[src/rtl/c1541_track_sched.sv]
// c1541_track_sched: decodes stepper phases into a half-track position and, once the
// head has settled, schedules SD write-back of a dirty track followed by a load of the new one.
module c1541_track_sched #(
    parameter int SETTLE_TICKS     = 2000,
    parameter int MAX_HALF_TRACK   = 83,
    parameter int RESET_HALF_TRACK = 34
) (
    input  logic       i_clk,
    input  logic       i_reset,
    input  logic       i_ce,
    input  logic [1:0] i_stp,
    input  logic       i_mtr,
    input  logic       i_img_mounted,
    input  logic       i_img_present,
    input  logic       i_dirty_set,
    input  logic       i_sd_ack,
    output logic [6:0] o_half_track,
    output logic       o_tr00_sense_n,
    output logic       o_busy,
    output logic       o_sd_rd,
    output logic       o_sd_wr,
    output logic [5:0] o_sd_track
);
    localparam int CW = $clog2(SETTLE_TICKS + 1);
    typedef enum logic [1:0] {IDLE, SETTLE, SAVE, LOAD} state_t;
    state_t          r_state;
    logic [6:0]      r_half_track;
    logic [1:0]      r_prev_stp;
    logic [CW-1:0]   r_cnt;
    logic [5:0]      r_loaded_track;
    logic [5:0]      r_sd_track;
    logic            r_loaded_valid;
    logic            r_dirty;
    logic            r_stale;
    logic            r_sd_rd;
    logic            r_sd_wr;
    logic [1:0]      w_stp_inc;
    logic [1:0]      w_stp_dec;
    logic            w_fwd;
    logic            w_bwd;
    logic            w_step;
    logic            w_need_load;
    logic            w_load_done;
    assign w_stp_inc   = r_prev_stp + 2'd1;
    assign w_stp_dec   = r_prev_stp - 2'd1;
    assign w_fwd       = i_ce & i_mtr & (i_stp == w_stp_inc);
    assign w_bwd       = i_ce & i_mtr & (i_stp == w_stp_dec);
    assign w_step      = w_fwd | w_bwd;
    assign w_need_load = i_img_present & (~r_loaded_valid | (r_loaded_track != r_half_track[6:1]));
    assign w_load_done = (r_state == LOAD) & r_sd_rd & i_sd_ack;
    always_ff @(posedge i_clk or posedge i_reset) begin
        if (i_reset) begin
            r_state        <= IDLE;
            r_half_track   <= 7'(RESET_HALF_TRACK);
            r_prev_stp     <= 2'd0;
            r_cnt          <= '0;
            r_loaded_track <= 6'd0;
            r_sd_track     <= 6'd0;
            r_loaded_valid <= 1'b0;
            r_dirty        <= 1'b0;
            r_stale        <= 1'b0;
            r_sd_rd        <= 1'b0;
            r_sd_wr        <= 1'b0;
        end else begin
            if (i_ce)
                r_prev_stp <= i_stp;
            if (w_fwd && r_half_track != 7'(MAX_HALF_TRACK))
                r_half_track <= r_half_track + 7'd1;
            else if (w_bwd && r_half_track != 7'd0)
                r_half_track <= r_half_track - 7'd1;
            case (r_state)
                IDLE: begin
                    if (i_dirty_set && r_loaded_valid)
                        r_dirty <= 1'b1;
                    if (w_need_load) begin
                        r_state <= SETTLE;
                        r_cnt   <= CW'(SETTLE_TICKS);
                    end
                end
                SETTLE: begin
                    if (w_step)
                        r_cnt <= CW'(SETTLE_TICKS);
                    else if (r_cnt == '0) begin
                        if (!w_need_load)
                            r_state <= IDLE;
                        else if (r_dirty && r_loaded_valid) begin
                            r_state    <= SAVE;
                            r_sd_track <= r_loaded_track;
                        end else begin
                            r_state    <= LOAD;
                            r_sd_track <= r_half_track[6:1];
                        end
                    end else if (i_ce)
                        r_cnt <= r_cnt - 1'b1;
                end
                SAVE: begin
                    if (r_sd_wr && i_sd_ack) begin
                        r_sd_wr    <= 1'b0;
                        r_dirty    <= 1'b0;
                        r_state    <= LOAD;
                        r_sd_track <= r_half_track[6:1];
                    end else
                        r_sd_wr <= 1'b1;
                end
                LOAD: begin
                    if (w_load_done) begin
                        r_sd_rd        <= 1'b0;
                        r_loaded_track <= r_sd_track;
                        r_loaded_valid <= ~(r_stale | i_img_mounted);
                        r_stale        <= 1'b0;
                        r_state        <= IDLE;
                    end else
                        r_sd_rd <= 1'b1;
                end
                default: r_state <= IDLE;
            endcase
            // a mount during a transfer lets it finish but marks its data as belonging to the old image
            if (i_img_mounted) begin
                r_loaded_valid <= 1'b0;
                r_dirty        <= 1'b0;
                if (r_state == SAVE || (r_state == LOAD && !w_load_done))
                    r_stale <= 1'b1;
            end
        end
    end
    assign o_half_track   = r_half_track;
    assign o_tr00_sense_n = |r_half_track;
    assign o_busy         = r_state != IDLE;
    assign o_sd_rd        = r_sd_rd;
    assign o_sd_wr        = r_sd_wr;
    assign o_sd_track     = r_sd_track;
endmodule

[config.mk]
export PLATFORM = sky130hd
export DESIGN_NAME = c1541_track_sched
export DESIGN_NICKNAME = d
export VERILOG_FILES = /design/src/rtl/c1541_track_sched.sv
export SDC_FILE = /design/constraint.sdc
export NUM_CORES = 1
export LEC_CHECK = 0
export BUFFER_PORTS_ARGS = -buffer_cell sky130_fd_sc_hd__buf_4
export CORE_UTILIZATION = 60
export CTS_BUF_LIST = sky130_fd_sc_hd__clkbuf_8
export DETAILED_ROUTE_END_ITERATION = 8
export GPL_ROUTABILITY_DRIVEN = 1
export MAX_ROUTING_LAYER = met4
export PLACE_DENSITY = 0.92
export SYNTH_ARGS = -nofsm -noshare
export SYNTH_HDL_FRONTEND = slang
export SYNTH_SLANG_ARGS = --single-unit
[constraint.sdc]
create_clock -name i_clk -period 6.14 [get_ports i_clk]
set_input_delay 0.307 -clock i_clk [delete_from_list [all_inputs] [get_ports i_clk]]
set_output_delay 0.307 -clock i_clk [all_outputs]
set_load 0.1 [all_outputs]
Word level (Yosys, flattened, before mapping)
Index checks and enable logic that the tools add are counted.
- bits in registers: 39
- bits in latches: 0
- RAM bits: 0
- ROM bits: 0
- input bits: 10
- output and inout port bits: 17
- logic and storage cells: 103
- memories kept: 0
- $add $sub $neg: 5
- multipliers: 0
- div/mod/pow operators: 0
- order comparisons: 0
- eq/ne operators: 17
- shifts and indexed selects: 0
- multiplexer cells: 34
- bitwise logic cells: 11
- reductions and logical operators: 25
- operators by type and width (kind ; number):
    $mux 11 ; 4
    $mux 6 ; 5
    $pmux 11 s2 ; 1
    $mux 7 ; 2
    $mux 1 ; 13
    $mux 2 ; 6
    $ne 2x2->1 const B ; 6
    $ne 3x3->1 const B ; 4
    $pmux 6 s2 ; 1
    $reduce_bool 2->1 ; 6
    $logic_not 11->1 ; 1
    $sub 11x1->11 const B ; 1
    $reduce_and 5->1 ; 2
    $pmux 2 s4 ; 1
    $add 7x1->7 const B ; 1
    $ne 7x7->1 const B ; 1
    $reduce_bool 7->1 ; 1
    $reduce_or 7->1 ; 1
    $sub 7x1->7 const B ; 1
    $and 1x1->1 ; 6
    $logic_and 1x1->1 ; 6
    $ne 6x6->1 ; 1
    $eq 2x2->1 ; 2
    $eq 2x2->1 const B ; 2
    13 further kinds ; 17

Logic depth before layout (Yosys ltp)
Gate-level depths: netlist of the first run.
- depth in word-level cells: 8
- depth in mapped cells: 9
- mapped depth without buffers: 9

Least setup slack after synthesis of the first run
Ideal clock, no wire load.
- path type: register to register
- start point: reg r_half_track[0], in the netlist o_half_track[0]
- end point: reg r_half_track[5], in the netlist o_half_track[5]
- library setup time: 63 ps
- arrival time: 3083 ps
- data required time: 6077 ps
- slack: 2994 ps
- stages on the path, launching flop included: 10
- path buffers: 0
- period minus slack after synthesis: 3146 ps
- cell sequence: dfrtp_1 nand4_1 or4_1 nand3_1 ha_1 a21o_1 a21oi_1 or4b_2 o2111ai_1 mux2_1
- word-level cells in the longest chain between the ends: 3
- elaborated cells between the ends (all ways): 9
- classes of those cells: 2 x add/sub; 1 x eq/ne; 2 x mux; 4 x reduce/logical
- ends and longest elaborated chain (element ; line ; text):
    from (decl) ; 27 ; logic [6:0] r_half_track;
    from (signal assigned) ; 54 ; r_half_track <= 7'(RESET_HALF_TRACK);
    from (signal assigned) ; 68 ; r_half_track <= r_half_track + 7'd1;
    from (signal assigned) ; 70 ; r_half_track <= r_half_track - 7'd1;
    $sub 7x1->7, or another cell as far along ; 70 ;
    $mux 7, or another cell as far along ; 69 ; else if (w_bwd && r_half_track != 7'd0)
    $mux 7 / $reduce_bool 2->1 (equally long branches) ; n/a ;
Parallel ways exist; a longest one is shown, timed or not. The select of a mux whose other input is x is not followed.
A chain may end at the register's enable or synchronous reset.

Final worst setup path of the first run
- start point: reg r_half_track[1], in the netlist o_half_track[1]
- end point: reg r_half_track[5], in the netlist o_half_track[5]
Same word-level chain as after synthesis.

==> impl_metrics.ini, run 1 <==
[global_route]
grt_antenna_before_repair = 0
grt_usage_pct = 29.26
grt_pass1_wl_um = 8714
grt_max_degree = 40
overflow = 0
first_global_vias = 1886

[yosys]
yosys_most_used_dff = dfrtp_1
synth_top_area_share_pct = 40.28
yosysWarnings = 0
synth_area_per_cell_um2 = 10.08
syn-cell-area_um2 = 2298
synth_area_leader_cell = dfrtp_1
syn-num-nets = 247
yosysSeqAreaShare_pct = 42.57
synth_edf_count = 0
syn_inst = 228
synthTopCellsByArea = dfrtp_1 (40%), mux2_1 (5.4%), mux2_2 (4.4%)
ys_ff_latch = 39
synth_async_sr_flop_share_pct = 100.0
synthDistinctLibCells = 45

[sta]
setup_viol = 0
hold_viol_final = 0
period_needed_ns = 2.873
fin_skew_ns = 0.006487
finalCritPeriodShare_pct = 46.80
tightest_slew_ns = 1.048
rsz0062_at_grt = no
setup_tns_ns = 0
slew_headroom_pct = 29.69
timing.fmax_mhz = 348.0
final-max-slew-violation-count = 0

[place]
hpwlAfterDp_um = 3645
place.gp.congestion = 0.8668
portBuffers = 26
place_inst = 298
place_area_um2 = 2540

[clock_tree]
cts_setup_buffers = 0
cts_resized = 0
cts-root-buf = clkbuf_8
tritoncts = built
htreeDepth = 2
cts_buffer_depth = 2
numClockSinks = 39
cts-buffers-inserted = 5
ctsHoldBuffers = 0
insertion_delay_ns = 0.30
path_clk_slew_ns = 0.08

[pwr]
p_switching_w = 0.0006251
powerDensity_nw_per_um2 = 493.6
leakagePower_nw = 1.171
swShare_pct = 47.38
peakVddDrop_v = 0.0004076
seqPwrFrac_pct = 32.2
clkPwrFrac_pct = 19.4
power.internal_w = 0.0006942
p_comb_share_pct = 48.5

[floorplan]
chipWidth_um = 63.90
core-area_um2 = 3661
die_y_um = 63.90
die-area_um2 = 4083
start_util_pct = 62.78
row_count = 22
ioPinCount = 27

[cells_and_area]
nets = 276
mostFrequentLayoutCell = dfrtp_1
area_growth_pct = 16.28
final_cells = 306
layout-drive-gt1-share_pct = 19.38
fin_area_um2 = 2673
mostFrequentLayoutCells = dfrtp_1 (37), buf_4 (27), nand2_1 (25)
antennaDiodeCount = 0

[routing]
initialDrtViolationCount = 99
via_per_inst = 6.193
first_pass_iters = 4
drcViolationCount = 0
drtAntennaViolNets = 0
wl_per_cell_um = 17.16
totalWireLength_um = 5250
num_vias = 1895

[hold_path]
min_path_type = primary input to async pin

[run]
cap_violations = 0

[critical_path]
worst-r2r-cell-count = 9
worstPathCellList = nand4_1 -> or4_1 -> nand3_1 -> ha_1 -> a21o_1 -> a21oi_1 -> or4b_2 -> o2111ai_1 -> mux2_1
cp-start-kind = register
cp_slowest_stage_delay_ns = 0.64
critical_path_class = register to register
reg2reg_from = o_half_track[1]
cpMaxStageDelayCell = dfstp_2
critical_path.max_fanout = 8
reg2reg_slack_ns = 3.27
crit_path_end_kind = register
worstPathRequired_ns = 6.37
cp.arrival_ns = 3.10
r2r-end = o_half_track[5]

[run_status]
status = complete, no violations
critical path, delay by kind of cell (launching register included):
| family | cells | cell delay, ns |
|---|---|---|
| AND/OR/NAND/NOR | 4 | 1.04 |
| AO/OA/AOI/OAI | 3 | 0.53 |
| multiplexers | 1 | 0.30 |
| flip-flops | 1 | 0.64 |
| adder cells (fa/ha/maj) | 1 | 0.30 |
cell families after synthesis:
logic type / after synthesis / share of synthesized area [%]
adders and majority gates: 9 / 5.226
muxes: 26 / 12.41
and+or+nand+nor: 82 / 18.67
xor gates and xnor gates: 14 / 5.334
AOI/OAI and AO/OA: 44 / 13.39
buffers and inverters: 14 / 2.395
DFF: 39 / 42.57
power groups by stage:
stage | clock network [W] | logic (W) | registers (W)
floorplan | 0 | 0.000293 | 0.000619
global placement | 0 | 0.000611 | 0.000422
detailed placement | 0 | 0.000634 | 0.000427
CTS | 0.000259 | 0.000638 | 0.000424
global route | 0.000265 | 0.000681 | 0.000438
finish | 0.000255 | 0.000639 | 0.000424
cell usage after synthesis (all sizes together) (3+ instances only):
cell / number
nor2: 10
nand2: 25
inv: 9
or4: 3
o21ai: 9
nor3: 9
ha: 8
or3: 4
nand4: 3
o2111ai: 4
or2: 3
and3: 3
nor2b: 3
xor2: 4
clkbuf: 3
dfrtp: 37
xnor2: 10
mux2: 20
and2: 3
o31ai: 3
nand3: 11
a211oi: 3
a21oi: 12
mux2i: 6
state kept, by name (all words and copies together), names as in the netlist, named ones only:
name / cells
r_cnt: 11
o_half_track: 7
o_sd_track: 6
o_sd_rd: 1
r_dirty: 1
r_stale: 1
r_loaded_valid: 1
r_prev_stp: 2
r_state: 1
o_sd_wr: 1
r_loaded_track: 6
through the flow:
stage	setup WS, ns	utilization [%]	hold WS, ns	total power (W)
2_1_floorplan	2.994	-	0.3734	0.0009121
3_3_place_gp	3.423	69.38	0.4554	0.001033
3_5_place_dp	3.308	69.38	0.4732	0.001061
4_1_cts	3.272	73.00	0.1434	0.001321
5_1_grt	3.080	73.00	0.1614	0.001384
6_report	3.267	73.00	0.1325	0.001319
layer usage:
metal	global-route usage [%]	vias up	wire length, um
met5	-	-	0
met4	14.49	0	140
met3	5.536	13	191
met2	48.01	45	2704
met1	34.39	943	2214
li1	-	894	-
worst max-delay path by stage:
| stage | start | to | slack, ns | cells past startpoint |
|---|---|---|---|---|
| 2_1_floorplan | o_half_track[0] | o_half_track[5] | 2.99 | 9 |
| 3_3_place_gp | o_half_track[1] | o_half_track[5] | 3.42 | 9 |
| 3_5_place_dp | o_half_track[1] | o_half_track[5] | 3.31 | 9 |
| 4_1_cts | o_half_track[1] | o_half_track[6] | 3.27 | 9 |
| 5_1_grt | o_half_track[1] | o_half_track[5] | 3.08 | 9 |
| 6_report | o_half_track[1] | o_half_track[5] | 3.27 | 9 |
final cells by class:
class,instances,area (um2)
clock inverter,3,63.81
tap,48,60.06
inverter,9,33.78
clock buffer,5,68.82
sequential,39,978.4
fill,258,988.4
multi-input combinational,175,1265
timing repair buffer,27,202.7
Note: power is estimated with default switching activity, not from simulation.
==> run 2, diff against run 1 <==
--- a/config.mk
+++ b/config.mk
@@ -5,13 +5,14 @@
 export SDC_FILE = /design/constraint.sdc
 export NUM_CORES = 1
 export LEC_CHECK = 0
+export ABC_AREA = 1
 export BUFFER_PORTS_ARGS = -buffer_cell sky130_fd_sc_hd__buf_4
-export CORE_UTILIZATION = 60
+export CORE_UTILIZATION = 55
 export CTS_BUF_LIST = sky130_fd_sc_hd__clkbuf_8
 export DETAILED_ROUTE_END_ITERATION = 8
 export GPL_ROUTABILITY_DRIVEN = 1
 export MAX_ROUTING_LAYER = met4
-export PLACE_DENSITY = 0.92
+export PLACE_DENSITY = 0.88
 export SYNTH_ARGS = -nofsm -noshare
 export SYNTH_HDL_FRONTEND = slang
 export SYNTH_SLANG_ARGS = --single-unit
==> constraint.sdc (replaced) <==
create_clock -name i_clk -period 2.4 [get_ports i_clk]
set_input_delay 0.12 -clock i_clk [delete_from_list [all_inputs] [get_ports i_clk]]
set_output_delay 0.12 -clock i_clk [all_outputs]
set_load 0.1 [all_outputs]
==> run 2 against run 1 <==
Compared with the run above:
- synthesized cell count rose by 48%
- first-iteration DRC count rose by 55%
- count of clock-buffer cells in the layout did not move
- synthesized area rose by 10%
- fmax rose by 32%
- hold slack got worse by 0.089 ns
- via count rose by 21%
- die area rose by 20%
- critical path depth rose by 4
- design area rose by 11%
- clock skew rose by 0.0022 ns
- non-clock buffer count rose by 4
- critical path type unchanged
- largest cell class unchanged
==> impl_metrics.ini, run 2 <==
[run_status]
status = complete, no violations

[critical_path]
r2r-end = o_half_track[6]
worst-r2r-cell-count = 13
cp_num_buf_inv = 0
reg2reg_from = o_half_track[1]
critical_path_class = register to register
cpMaxStageDelayCell = dfstp_2
cp-start-kind = register
reg2reg_slack_ns = 0.22
worstPathCellList = nand2_1 -> nor2_1 -> a21oi_2 -> nand2_4 -> ha_1 -> nand2_1 -> nor2_1 -> nand2_1 -> o211ai_1 -> nand2_1 -> nand2_1 -> o21ai_1 -> nand2_1
crit_path_end_kind = register
cp_slowest_stage_delay_ns = 0.62
cp.arrival_ns = 2.36
critical_path.max_fanout = 10
crit_top_cell = nand2_1
path_delay_family = simple AND/OR/NAND/NOR gates
worstPathRequired_ns = 2.58

[sta]
rsz0062_at_grt = no
setup_viol = 0
slew_headroom_pct = 62.97
period_needed_ns = 2.183
final-max-slew-violation-count = 0
timing.fmax_mhz = 458.0
setup_tns_ns = 0
fin_skew_ns = 0.008658
tightest_slew_ns = 0.5548
finalCritPeriodShare_pct = 90.97
fin_ws_ns = 0.2167
hold_viol_final = 0

[yosys]
synth_top_area_share_pct = 36.51
synth_area_leader_cell = dfrtp_1
synth_compound_area_share_pct = 10.51
syn-cell-area_um2 = 2536
ys_ff_latch = 39
yosysSeqAreaShare_pct = 38.58
synth-simple-area-share_pct = 35.42
synth_area_per_cell_um2 = 7.503
synth.area.mux_share_pct = 0.4440
yosysWarnings = 0
synth_most_common_cell = nand2_1
synth_fa_ha_area_share_pct = 4.736
synth_top_family_by_area = simple AND/OR/NAND/NOR gates
synthXorXnorAreaFrac_pct = 2.713
syn-num-nets = 357
synth_async_sr_flop_share_pct = 100.0
synthDistinctLibCells = 38
synth_common_cells = nand2_1 (107), dfrtp_1 (37), nor2_1 (34)
syn_inst = 338
yosys_most_used_dff = dfrtp_1
synthTopCellsByArea = dfrtp_1 (37%), nand2_1 (16%), nor2_1 (5.0%)
synth_edf_count = 0

[floorplan]
chipWidth_um = 69.91
core-area_um2 = 4384
die_y_um = 69.91
ioPinCount = 27
row_count = 24
start_util_pct = 57.85
die-area_um2 = 4887

[cells_and_area]
layout-drive-gt1-share_pct = 20.22
mostFrequentLayoutCells = nand2_1 (106), nor2_1 (34), inv_1 (32), dfrtp_1 (31), buf_4 (29)
mostFrequentLayoutCell = nand2_1
top_register = r_cnt
nets = 389
area_growth_pct = 16.72
fin_util_pct = 67.52
antennaDiodeCount = 0
largest_reg_flops = 11

[place]
place.gp.congestion = 0.9334
place_ws_ns = 0.2020
hpwlAfterDp_um = 4211
portBuffers = 26

[routing]
routed-wl-met2_um = 3036
drcViolationCount = 0
drtAntennaViolNets = 0
wl_met1_um = 2477
top_layer_used = met4
first_pass_iters = 4
num_vias = 2302
wl_per_cell_um = 13.77
met3_length_um = 214
via_per_inst = 5.442
totalWireLength_um = 5825
initialDrtViolationCount = 153

[clock_tree]
cts-buffers-inserted = 5
cts_setup_buffers = 0
insertion_delay_ns = 0.30
path_clk_slew_ns = 0.08
cts-root-buf = clkbuf_8
numClockSinks = 39
htreeDepth = 2
cts_buffer_depth = 2
tritoncts = built

[run]
cap_violations = 0

[global_route]
first_global_vias = 2238
grt_antenna_before_repair = 0
grt_max_degree = 26
grt_usage_pct = 26.18
grt_pass1_wl_um = 9963
overflow = 0

[hold_path]
hold_end = r_prev_stp[1]
min_from = i_ce
whs_path_depth = 2
min_path_type = primary input to register
==> run 2: changes by cell type after synthesis, sizes merged, moves of 4 or more <==
cell and change:
nand4 +10, o2111ai -4, mux2 -19, o21ai +15, mux2i -6, or3 -4, inv +24, nand3 +12
nand2 +90, xnor2 -8, nor3 -4, nor2 +27, buf +4
==> run 2: repair_timing <==
action | CTS | global route
hold buffers | 2 | 0
gates resized for setup | 0 | 5
hold endpoints to repair | 13 | 0
endpoints found under the setup margin | 0 | 1
==> run 2: cell type report <==
cell class | count | area (um2)
Fill cell | 358 | 1424
Clock buffer | 5 | 68.82
Tap cell | 52 | 65.06
Timing Repair Buffer | 31 | 237.7
Inverter | 34 | 141.4
Clock inverter | 3 | 63.81
Sequential cell | 39 | 985.9
Multi-Input combinational cell | 259 | 1398
==> run 2: worst max path at each step <==
stage / start / end / slack (ns) / cells past startpoint
after detailed placement: r_prev_stp[0] / o_half_track[6] / 0.20 / 15
after global routing: o_half_track[2] / o_half_track[6] / 0.02 / 15
after CTS: r_prev_stp[0] / o_half_track[6] / 0.15 / 13
after floorplan: o_half_track[5] / o_half_track[6] / 0.006 / 13
final: o_half_track[1] / o_half_track[6] / 0.22 / 13
after global placement: o_half_track[1] / o_half_track[3] / 0.30 / 9
==> run 2: routing by layer <==
metal | global-route usage (%) | vias to the layer above
met1 | 32.38 | 1083
met3 | 4.906 | 11
met5 | - | -
li1 | - | 1159
met4 | 8.667 | 0
met2 | 43.38 | 49
==> run 2: logic make-up after synthesis <==
| group | after synthesis |
|---|---|
| buffers and inverters | 40 |
| XOR/XNOR | 7 |
| adder cells (fa/ha/maj) | 9 |
| AND/OR/NAND/NOR | 199 |
| flip-flops | 39 |
| AO/OA/AOI/OAI | 43 |
| multiplexers | 1 |
==> run 2: through the flow <==
stage,hold WS [ns],std cells,instance area [um2]
3_5_place_dp,0.2082,413,2776
6_report,0.04323,423,2960
5_1_grt,0.04577,423,2960
3_3_place_gp,0.2035,413,2776
4_1_cts,0.03823,423,2929
2_1_floorplan,0.1831,338,2545
Power of run 2 is left out: the tool's default activity adds up to more than one toggle a clock period on the data nets, which glitch-free logic cannot reach.
==> run 3, diff against run 2 <==
--- a/config.mk
+++ b/config.mk
@@ -6,13 +6,13 @@
 export NUM_CORES = 1
 export LEC_CHECK = 0
 export ABC_AREA = 1
-export BUFFER_PORTS_ARGS = -buffer_cell sky130_fd_sc_hd__buf_4
-export CORE_UTILIZATION = 55
+export BUFFER_PORTS_ARGS = -buffer_cell sky130_fd_sc_hd__buf_2
+export CORE_UTILIZATION = 29
 export CTS_BUF_LIST = sky130_fd_sc_hd__clkbuf_8
 export DETAILED_ROUTE_END_ITERATION = 8
 export GPL_ROUTABILITY_DRIVEN = 1
 export MAX_ROUTING_LAYER = met4
-export PLACE_DENSITY = 0.88
+export PLACE_DENSITY = 0.57
 export SYNTH_ARGS = -nofsm -noshare
 export SYNTH_HDL_FRONTEND = slang
 export SYNTH_SLANG_ARGS = --single-unit
==> run 3 against run 2 <==
Compared with the run above:
- via count is 0.56% lower
- hold slack better by 0.041 ns
- die area is 87% higher
- sequential share of layout area is 0.49 points higher
- global-route usage is 12 points lower
- setup slack worse by 0.015 ns
- critical endpoint unchanged
- critical path type unchanged
- register-to-register slack hardly changed
- sequential cell count stayed put
- critical path depth is 2 higher
- non-clock buffer count is 1 higher
- clock skew is 0.0047 ns higher
- first-iteration DRC count is 41% lower
==> impl_metrics.ini, run 3 (synthesis gave the netlist of run 2 again) <==
[run_status]
status = complete, no violations

[floorplan]
row_count = 33
core-area_um2 = 8341
chipWidth_um = 95.52
ioPinCount = 27
start_util_pct = 30.41
die_y_um = 95.52
die-area_um2 = 9123

[critical_path]
cp_num_buf_inv = 0
critical_path.max_fanout = 10
path_delay_family = simple AND/OR/NAND/NOR gates
cp_slowest_stage_delay_ns = 0.44
cp.arrival_ns = 2.39
critical_path_class = register to register
cpMaxStageDelayCell = dfrtp_1
worstPathCellList = nor2_2 -> nor2_4 -> nand2_4 -> a21oi_2 -> nand2_2 -> ha_2 -> nand2_1 -> nor2_1 -> nand2_1 -> o211ai_1 -> nand2_1 -> nand2_1 -> nor2_1 -> nand2_1 -> nand2_1
worstPathRequired_ns = 2.59
crit_top_cell = nand2_1
cp-start-kind = register
crit_path_end_kind = register

[routing]
wl_per_cell_um = 12.53
drtAntennaViolNets = 0
via_per_inst = 4.799
first_pass_iters = 5
drcViolationCount = 0
initialDrtViolationCount = 90
num_vias = 2289
totalWireLength_um = 5979

[clock_tree]
numClockSinks = 39
cts_buffer_depth = 2
tritoncts = built
insertion_delay_ns = 0.30
cts-buffers-inserted = 5
htreeDepth = 2
cts_setup_buffers = 0
cts-root-buf = clkbuf_8
path_clk_slew_ns = 0.09

[cells_and_area]
mostFrequentLayoutCell = nand2_1
fin_area_um2 = 2914
mostFrequentLayoutCells = nand2_1 (106), nor2_1 (34), inv_1 (33), dfrtp_1 (32), buf_2 (26)
nets = 390
top_register = r_cnt
antennaDiodeCount = 0
area_growth_pct = 14.90
layout-drive-gt1-share_pct = 19.62
largest_reg_flops = 11

[global_route]
grt_pass1_wl_um = 9977
grt_usage_pct = 14.45
grt_max_degree = 40
overflow = 0
grt_antenna_before_repair = 0
first_global_vias = 2119

[sta]
finalCritPeriodShare_pct = 91.58
period_needed_ns = 2.198
rsz0062_at_grt = no
timing.fmax_mhz = 455.0
slew_headroom_pct = 65.73
setup_tns_ns = 0
tightest_slew_ns = 0.5140
worst_hold_slack_ns = 0.08387
final-max-slew-violation-count = 0
setup_viol = 0
hold_viol_final = 0
fin_ws_ns = 0.2021
fin_skew_ns = 0.01334

[place]
place_area_um2 = 2785
portBuffers = 26
place_ws_ns = 0.1944
place.gp.congestion = 0.8371
hpwlAfterDp_um = 4411

[hold_path]
min_path_type = primary input to register

[run]
cap_violations = 0
run 3: final timing paths:
path	slack (ns)	end	cells after the start	from
setup reg to reg	0.20	o_half_track[6]	15	r_prev_stp[0]
min in group asynchronous	0.48	r_cnt[1]	4	i_reset
hold / removal	0.08	r_dirty	3	i_dirty_set
setup / recovery	0.20	o_half_track[6]	15	r_prev_stp[0]
hold reg to reg	0.45	r_loaded_valid	1	r_stale
max in group asynchronous	1.52	o_half_track[4]	4	i_reset
run 3: layer usage:
| layer | part of all wire (%) | track usage [%] | up-vias | wire [um] |
|---|---|---|---|---|
| li1 | - | - | 1157 | - |
| met1 | 48 | 17.70 | 1092 | 2872 |
| met2 | 49 | 24.46 | 34 | 2904 |
| met3 | 2.5 | 2.632 | 6 | 152 |
| met4 | 0.84 | 3.731 | 0 | 50 |
| met5 | 0 | - | - | 0 |
run 3: metrics by stage:
step           util (%)  cells
3_3_place_gp      33.39    467
3_5_place_dp      33.39    467
6_report          34.94    477
5_1_grt           34.94    477
2_1_floorplan         -    338
4_1_cts           34.91    477
run 3: tightest hold or removal path, delay by kind of cell:
kind                   cells  cell delay (ns)
AND/OR/NAND/NOR            1             0.07
buffers and inverters      1             0.10
AO/OA/AOI/OAI              1             0.07
run 3: what timing repair did:
item                                   4_1_cts  5_1_grt
endpoints found under the hold margin       38        0
hold buffers                                 2        0
setup endpoints to repair                    0        1
gates resized for setup                      0        1
run 3: final cells by class:
cell class | count | area, um2
Multi-Input combinational cell | 259 | 1370
Sequential cell | 39 | 984.7
Fill cell | 906 | 5426
Timing Repair Buffer | 32 | 180.2
Clock inverter | 3 | 37.54
Inverter | 34 | 141.4
Tap cell | 105 | 131.4
Clock buffer | 5 | 68.82
Power of run 3 is left out for the same reason.
